<file path="config.mk">
export PLATFORM = sky130hd
export DESIGN_NAME = led_matrix_scan_driver_flat
export DESIGN_NICKNAME = d
export VERILOG_FILES = /design/src/rtl/led_matrix_scan_driver_if.sv /design/src/rtl/led_matrix_scan_driver.sv /design/src/flat_wrapper.sv
export SDC_FILE = /design/constraint.sdc
export NUM_CORES = 2
export LEC_CHECK = 0
export BUFFER_PORTS_ARGS = -buffer_cell sky130_fd_sc_hd__buf_2
export CELL_PAD_IN_SITES_DETAIL_PLACEMENT = 1
export CELL_PAD_IN_SITES_GLOBAL_PLACEMENT = 1
export CORE_UTILIZATION = 40
export DETAILED_ROUTE_END_ITERATION = 8
export PLACE_DENSITY_LB_ADDON = 0.1
export SKIP_CTS_REPAIR_TIMING = 1
export SYNTH_ARGS = -nofsm -noshare
export SYNTH_HDL_FRONTEND = slang
export SYNTH_SLANG_ARGS = --single-unit
</file>
<file path="constraint.sdc">
create_clock -name clk -period 18.73 [get_ports clk]
set_input_delay 3.746 -clock clk [delete_from_list [all_inputs] [get_ports clk]]
set_output_delay 3.746 -clock clk [all_outputs]
set_load 0.01 [all_outputs]
</file>
<file path="src/rtl/led_matrix_scan_driver_if.sv">
// led_matrix_scan_driver_if: grid inputs, scan control and LED drive outputs of the matrix scanner
interface led_matrix_scan_driver_if;
    logic         enable;
    logic [255:0] frog_grid;
    logic [255:0] car_grid;
    logic [15:0]  row_sel;
    logic [15:0]  green_array;
    logic [15:0]  red_array;
    logic         frame_done;
    logic         hit;
    modport master (
        output enable, frog_grid, car_grid,
        input  row_sel, green_array, red_array, frame_done, hit
    );
    modport slave (
        input  enable, frog_grid, car_grid,
        output row_sel, green_array, red_array, frame_done, hit
    );
endinterface

</file>
<file path="src/rtl/led_matrix_scan_driver.sv">
// led_matrix_scan_driver: snapshots the frog/car grids per frame and scans them row by row onto the LED matrix
module led_matrix_scan_driver #(
    parameter int ROW_DWELL    = 500,
    parameter int BLANK_CYCLES = 4
) (
    input logic                     clk,
    input logic                     reset,
    led_matrix_scan_driver_if.slave bus
);
    localparam int CMAX = (ROW_DWELL > BLANK_CYCLES) ? ROW_DWELL : BLANK_CYCLES;
    localparam int CW = $clog2((CMAX > 2) ? CMAX : 2);
    localparam logic [CW-1:0] DW_LAST = CW'(ROW_DWELL - 1);
    localparam logic [CW-1:0] BL_LAST = CW'((BLANK_CYCLES > 0) ? BLANK_CYCLES - 1 : 0);
    typedef enum logic [1:0] {IDLE, LATCH, BLANK, DRIVE} state_t;
    state_t        state_q, state_d;
    logic [CW-1:0] cnt_q, cnt_d;
    logic [3:0]    row_q, row_d;
    logic [255:0]  frog_sh_q, frog_sh_d, car_sh_q, car_sh_d;
    logic [15:0]   row_sel_q, row_sel_d, green_q, green_d, red_q, red_d;
    logic          frame_done_q, frame_done_d, hit_q, hit_d, step;
    always_comb begin
        state_d      = state_q;
        row_d        = row_q;
        frog_sh_d    = frog_sh_q;
        car_sh_d     = car_sh_q;
        frame_done_d = 1'b0;
        step         = cnt_q == ((state_q == DRIVE) ? DW_LAST : BL_LAST);
        case (state_q)
            IDLE:  state_d = bus.enable ? LATCH : IDLE;
            LATCH: begin
                frog_sh_d = bus.frog_grid;
                car_sh_d  = bus.car_grid;
                row_d     = 4'd0;
                state_d   = (BLANK_CYCLES > 0) ? BLANK : DRIVE;
            end
            BLANK: state_d = step ? DRIVE : BLANK;
            default: if (step) begin
                row_d        = row_q + 4'd1;
                frame_done_d = row_q == 4'd15;
                state_d      = (row_q != 4'd15) ? ((BLANK_CYCLES > 0) ? BLANK : DRIVE)
                                                : (bus.enable ? LATCH : IDLE);
            end
        endcase
        // counter restarts from zero whenever a timed state is (re)entered
        cnt_d     = ((state_q == BLANK || state_q == DRIVE) && !step) ? cnt_q + 1'b1 : '0;
        row_sel_d = (state_d == DRIVE) ? 16'(1) << row_d : '0;
        green_d   = (state_d == DRIVE) ? frog_sh_d[16*row_d +: 16] : '0;
        red_d     = (state_d == DRIVE) ? car_sh_d[16*row_d +: 16] : '0;
        hit_d     = |(bus.frog_grid & bus.car_grid);
    end
    always_ff @(posedge clk or posedge reset) begin
        if (reset) begin
            state_q      <= IDLE;
            cnt_q        <= '0;
            row_q        <= '0;
            frog_sh_q    <= '0;
            car_sh_q     <= '0;
            row_sel_q    <= '0;
            green_q      <= '0;
            red_q        <= '0;
            frame_done_q <= 1'b0;
            hit_q        <= 1'b0;
        end else begin
            state_q      <= state_d;
            cnt_q        <= cnt_d;
            row_q        <= row_d;
            frog_sh_q    <= frog_sh_d;
            car_sh_q     <= car_sh_d;
            row_sel_q    <= row_sel_d;
            green_q      <= green_d;
            red_q        <= red_d;
            frame_done_q <= frame_done_d;
            hit_q        <= hit_d;
        end
    end
    assign bus.row_sel     = row_sel_q;
    assign bus.green_array = green_q;
    assign bus.red_array   = red_q;
    assign bus.frame_done  = frame_done_q;
    assign bus.hit         = hit_q;
endmodule

</file>
<file path="src/flat_wrapper.sv">
// flat-port wrapper written by rule: the top's interface ports become plain ports
module led_matrix_scan_driver_flat 
#(
    parameter int ROW_DWELL    = 500,
    parameter int BLANK_CYCLES = 4
)
  (clk, reset, bus_enable, bus_frog_grid, bus_car_grid, bus_row_sel, bus_green_array, bus_red_array, bus_frame_done, bus_hit);
  led_matrix_scan_driver_if bus_i ();
  input logic clk;
  input logic reset;
  input wire logic [$bits(bus_i.enable)-1:0] bus_enable;
  input wire logic [$bits(bus_i.frog_grid)-1:0] bus_frog_grid;
  input wire logic [$bits(bus_i.car_grid)-1:0] bus_car_grid;
  output wire logic [$bits(bus_i.row_sel)-1:0] bus_row_sel;
  output wire logic [$bits(bus_i.green_array)-1:0] bus_green_array;
  output wire logic [$bits(bus_i.red_array)-1:0] bus_red_array;
  output wire logic [$bits(bus_i.frame_done)-1:0] bus_frame_done;
  output wire logic [$bits(bus_i.hit)-1:0] bus_hit;
  assign bus_i.enable = bus_enable;
  assign bus_i.frog_grid = bus_frog_grid;
  assign bus_i.car_grid = bus_car_grid;
  assign bus_row_sel = bus_i.row_sel;
  assign bus_green_array = bus_i.green_array;
  assign bus_red_array = bus_i.red_array;
  assign bus_frame_done = bus_i.frame_done;
  assign bus_hit = bus_i.hit;
  led_matrix_scan_driver #(.ROW_DWELL(ROW_DWELL), .BLANK_CYCLES(BLANK_CYCLES)) u_core (.clk(clk), .reset(reset), .bus(bus_i));
endmodule
</file>
==> impl_metrics.toml <==
[outcome]
status = "finished clean"

[logic_synthesis]
ys.flop_type = "dfrtp_1"
synth.distinct_cells = 51
yosysMostFrequentCell = "dfrtp_1"
syn_area_mm2 = 0.0272
synth.largest_area_cell = "dfrtp_1"
synth_xor_area_share_pct = 0.257
synth_top_family_by_area = "multiplexers"
synth_compound_area_share_pct = 10.7
synth_top_area_share_pct = 53.1
yosys-mux-area-fraction_pct = 25.0
ys_warn_count = 0
synth-seq-cells = 577
ys_seq_area_share_pct = 53.1
synth_common_cells = "dfrtp_1, mux2_2, nor3_1"
synth_edf_count = 0
async_reset_ff_share_pct = 100
synthAdderAreaFrac_pct = 0.322
synth_cells = 2137
synth_simple_gate_area_share_pct = 7.86
synth_area_leaders = "dfrtp_1, mux2_2, mux2i_1, a221oi_1, nor3_1"
syn_nets = 2659
avgSynthCellArea_um2 = 12.7

[critical_path]
required_ns = 19.31
cp-end-kind = "asynchronous set/reset pin"
crit-reg2reg-launch = "u_core.state_q[0]"
crit_path_max_incr_delay_ns = 0.91
worstPathCellList = "buf_2 -> clkinvlp_4 -> buf_4 -> buf_4 -> buf_4 -> buf_4"
crit_start = "reset"
reg2regPathDepth = 10
crit_slowest_cell = "buf_4"
cp_common_cell = "buf_4"
worst_setup_path_start_kind = "input pin"
worstSetupPathType = "in -> async"
cp_max_fo = 73
cp.arrival_ns = 7.85

[die]
io_pins = 565
num_rows = 95
die_w_um = 263
die_area_mm2 = 0.0691
core_area_mm2 = 0.0673
initial_utilization_pct = 40.5
die_y_um = 263

[cells_and_area]
seqCellArea_mm2 = 0.0144
num-fill-cells = 6980
final_util_pct = 48.9
drive_gt1_share_pct = 46.6
area_growth_pct = 21.0
nets = 3162
multi_input_area_mm2 = 0.0121

[clock_tree]
cts_buffers = 68
cts.sinks = 577
clk_pin_slew_worst_paths_ns = 0.06
clk_latency_ns = 0.60
ctsRootBufferMaster = "clkbuf_16"
cts_tree = "built"
clockBufferDepth = 3
h-tree-depth = 3

[routing]
wire_per_inst_um = 36.8
routed_wl_um = 132000
routed_via_density = 6.20
drtPass1Iterations = 5
ant_nets = 0
drc_errors = 0
drt-initial-drc-count = 2175
vias = 22141

[place]
gp_congestion = 0.962
dp_hpwl_um = 102000
port_buffers = 564

[global_route]
antenna_found_initial = 48
track_usage_pct = 37.7
grt_pass1_vias = 23167
grt_first_pass_wirelength_um = 181000
grt-ovfl-total = 0
grt_max_degree = 164

[hold_path]
whs_path_depth = 1
hp-class = "reg -> reg"
worstHoldStart = "u_core.cnt_q[0]"

[job]
cap_viol_max_count = 0

[timing]
finalHoldViolCount = 0
whs_ns = 0.468
rsz0062_at_grt = "false"
period_minus_slack_ns = 7.27
slew_headroom_pct = 22.7
setup_viol = 0
fin_tns_setup_ns = 0
worstMarginPinSlew_ns = 1.15
skew_ns = 0.0199
drv_slew = 0
fin_crit_sh_pct = 38.8
clock.fmax_mhz = 137

[power_and_ir_drop]
peakVddDrop_mv = 0.0890
cellPowerDensity_mw_per_mm2 = 170
p_leak_nw = 14.1
==> worst max-delay path, delay by kind of cell <==
family / cells / cell delay (ns)
buffers and inverters: 6 / 3.91
==> metal layers <==
layer,track usage [%],vias up,part of all wire [%]
li1,-,9104,-
met2,58.4,1053,45
met1,50.6,11691,41
met5,0,-,0.18
met3,8.46,255,8.4
met4,16.6,38,4.7
==> path summary, 6_finish.rpt <==
path                                       endpoint  slack (ns)
setup / recovery               u_core.car_sh_q[159]       11.46
hold / removal                      u_core.cnt_q[0]        0.47
hold reg to reg                     u_core.cnt_q[0]        0.47
setup reg to reg           u_core.bus.red_array[13]       12.99
min in group asynchronous     u_core.frog_sh_q[249]        3.29
max in group clk           u_core.bus.red_array[13]       12.99
==> cell type report <==
class / instances / share of cell area (%)
Tap cell: 873 / 3.32
Clock buffer: 98 / 6.00
Timing Repair Buffer: 593 / 9.43
Sequential cell: 577 / 43.9
Clock inverter: 18 / 0.524
Multi-Input combinational cell: 1391 / 36.6
Antenna cell: 13 / 0.0988
Inverter: 9 / 0.141
==> power breakdown <==
group | internal, mW | switching (mW)
combinational | 0.986 | 1.26
sequential | 1.85 | 0.179
clock | 0.772 | 0.552
total | 3.60 | 1.99
==> placed cells by master (no fill, tap or decap), types with 6 or more instances in the layout <==
cell type    n
dfrtp_1    577
buf_2      564
mux2_2     543
nor3_1     126
nor2_1     101
a221oi_1    74
clkbuf_16   69
mux2i_1     68
or3_1       51
o31ai_1     51
a22o_1      44
a22oi_1     40
nor4_1      35
o21ai_0     34
nand2b_1    34
a221o_1     32
o21a_1      31
o221a_1     29
buf_4       24
nand4_1     21
clkbuf_1    15
nand3_1     14
clkinv_2    14
clkbuf_8    14
diode_2     13
nand2_1      8
ha_1         6
==> registers in the layout, indices dropped and copies added (netlist names) <==
register / cells
u_core.car_sh_q: 256
u_core.cnt_q: 9
u_core.bus.red_array: 16
u_core.state_q: 2
u_core.bus.hit: 1
u_core.bus.green_array: 16
u_core.frog_sh_q: 256
u_core.bus.row_sel: 16
u_core.row_q: 4
u_core.bus.frame_done: 1
==> stage by stage <==
stage / setup slack [ns] / total power, mW / area [um^2] / instances
final: 11.46 / 5.59 / 32900 / 3572
after global routing: 10.89 / 5.80 / 32900 / 3566
after CTS: 11.32 / 5.55 / 32900 / 3559
after detailed placement: 10.67 / 4.22 / 30700 / 3443
after global placement: 10.80 / 4.13 / 30700 / 3443
after floorplan: 7.12 / 3.44 / 27200 / 2137
==> cells by family (layout without fill, tap and decap cells) <==
group | Yosys count | in the layout
flops | 577 | 577
buf+inv | 169 | 718
xor+xnor | 8 | 8
mux | 612 | 612
other cells | 0 | 13
fa+ha+maj | 7 | 7
simple gates | 411 | 411
compound gates | 353 | 353
(Power assumes the default switching activity.)
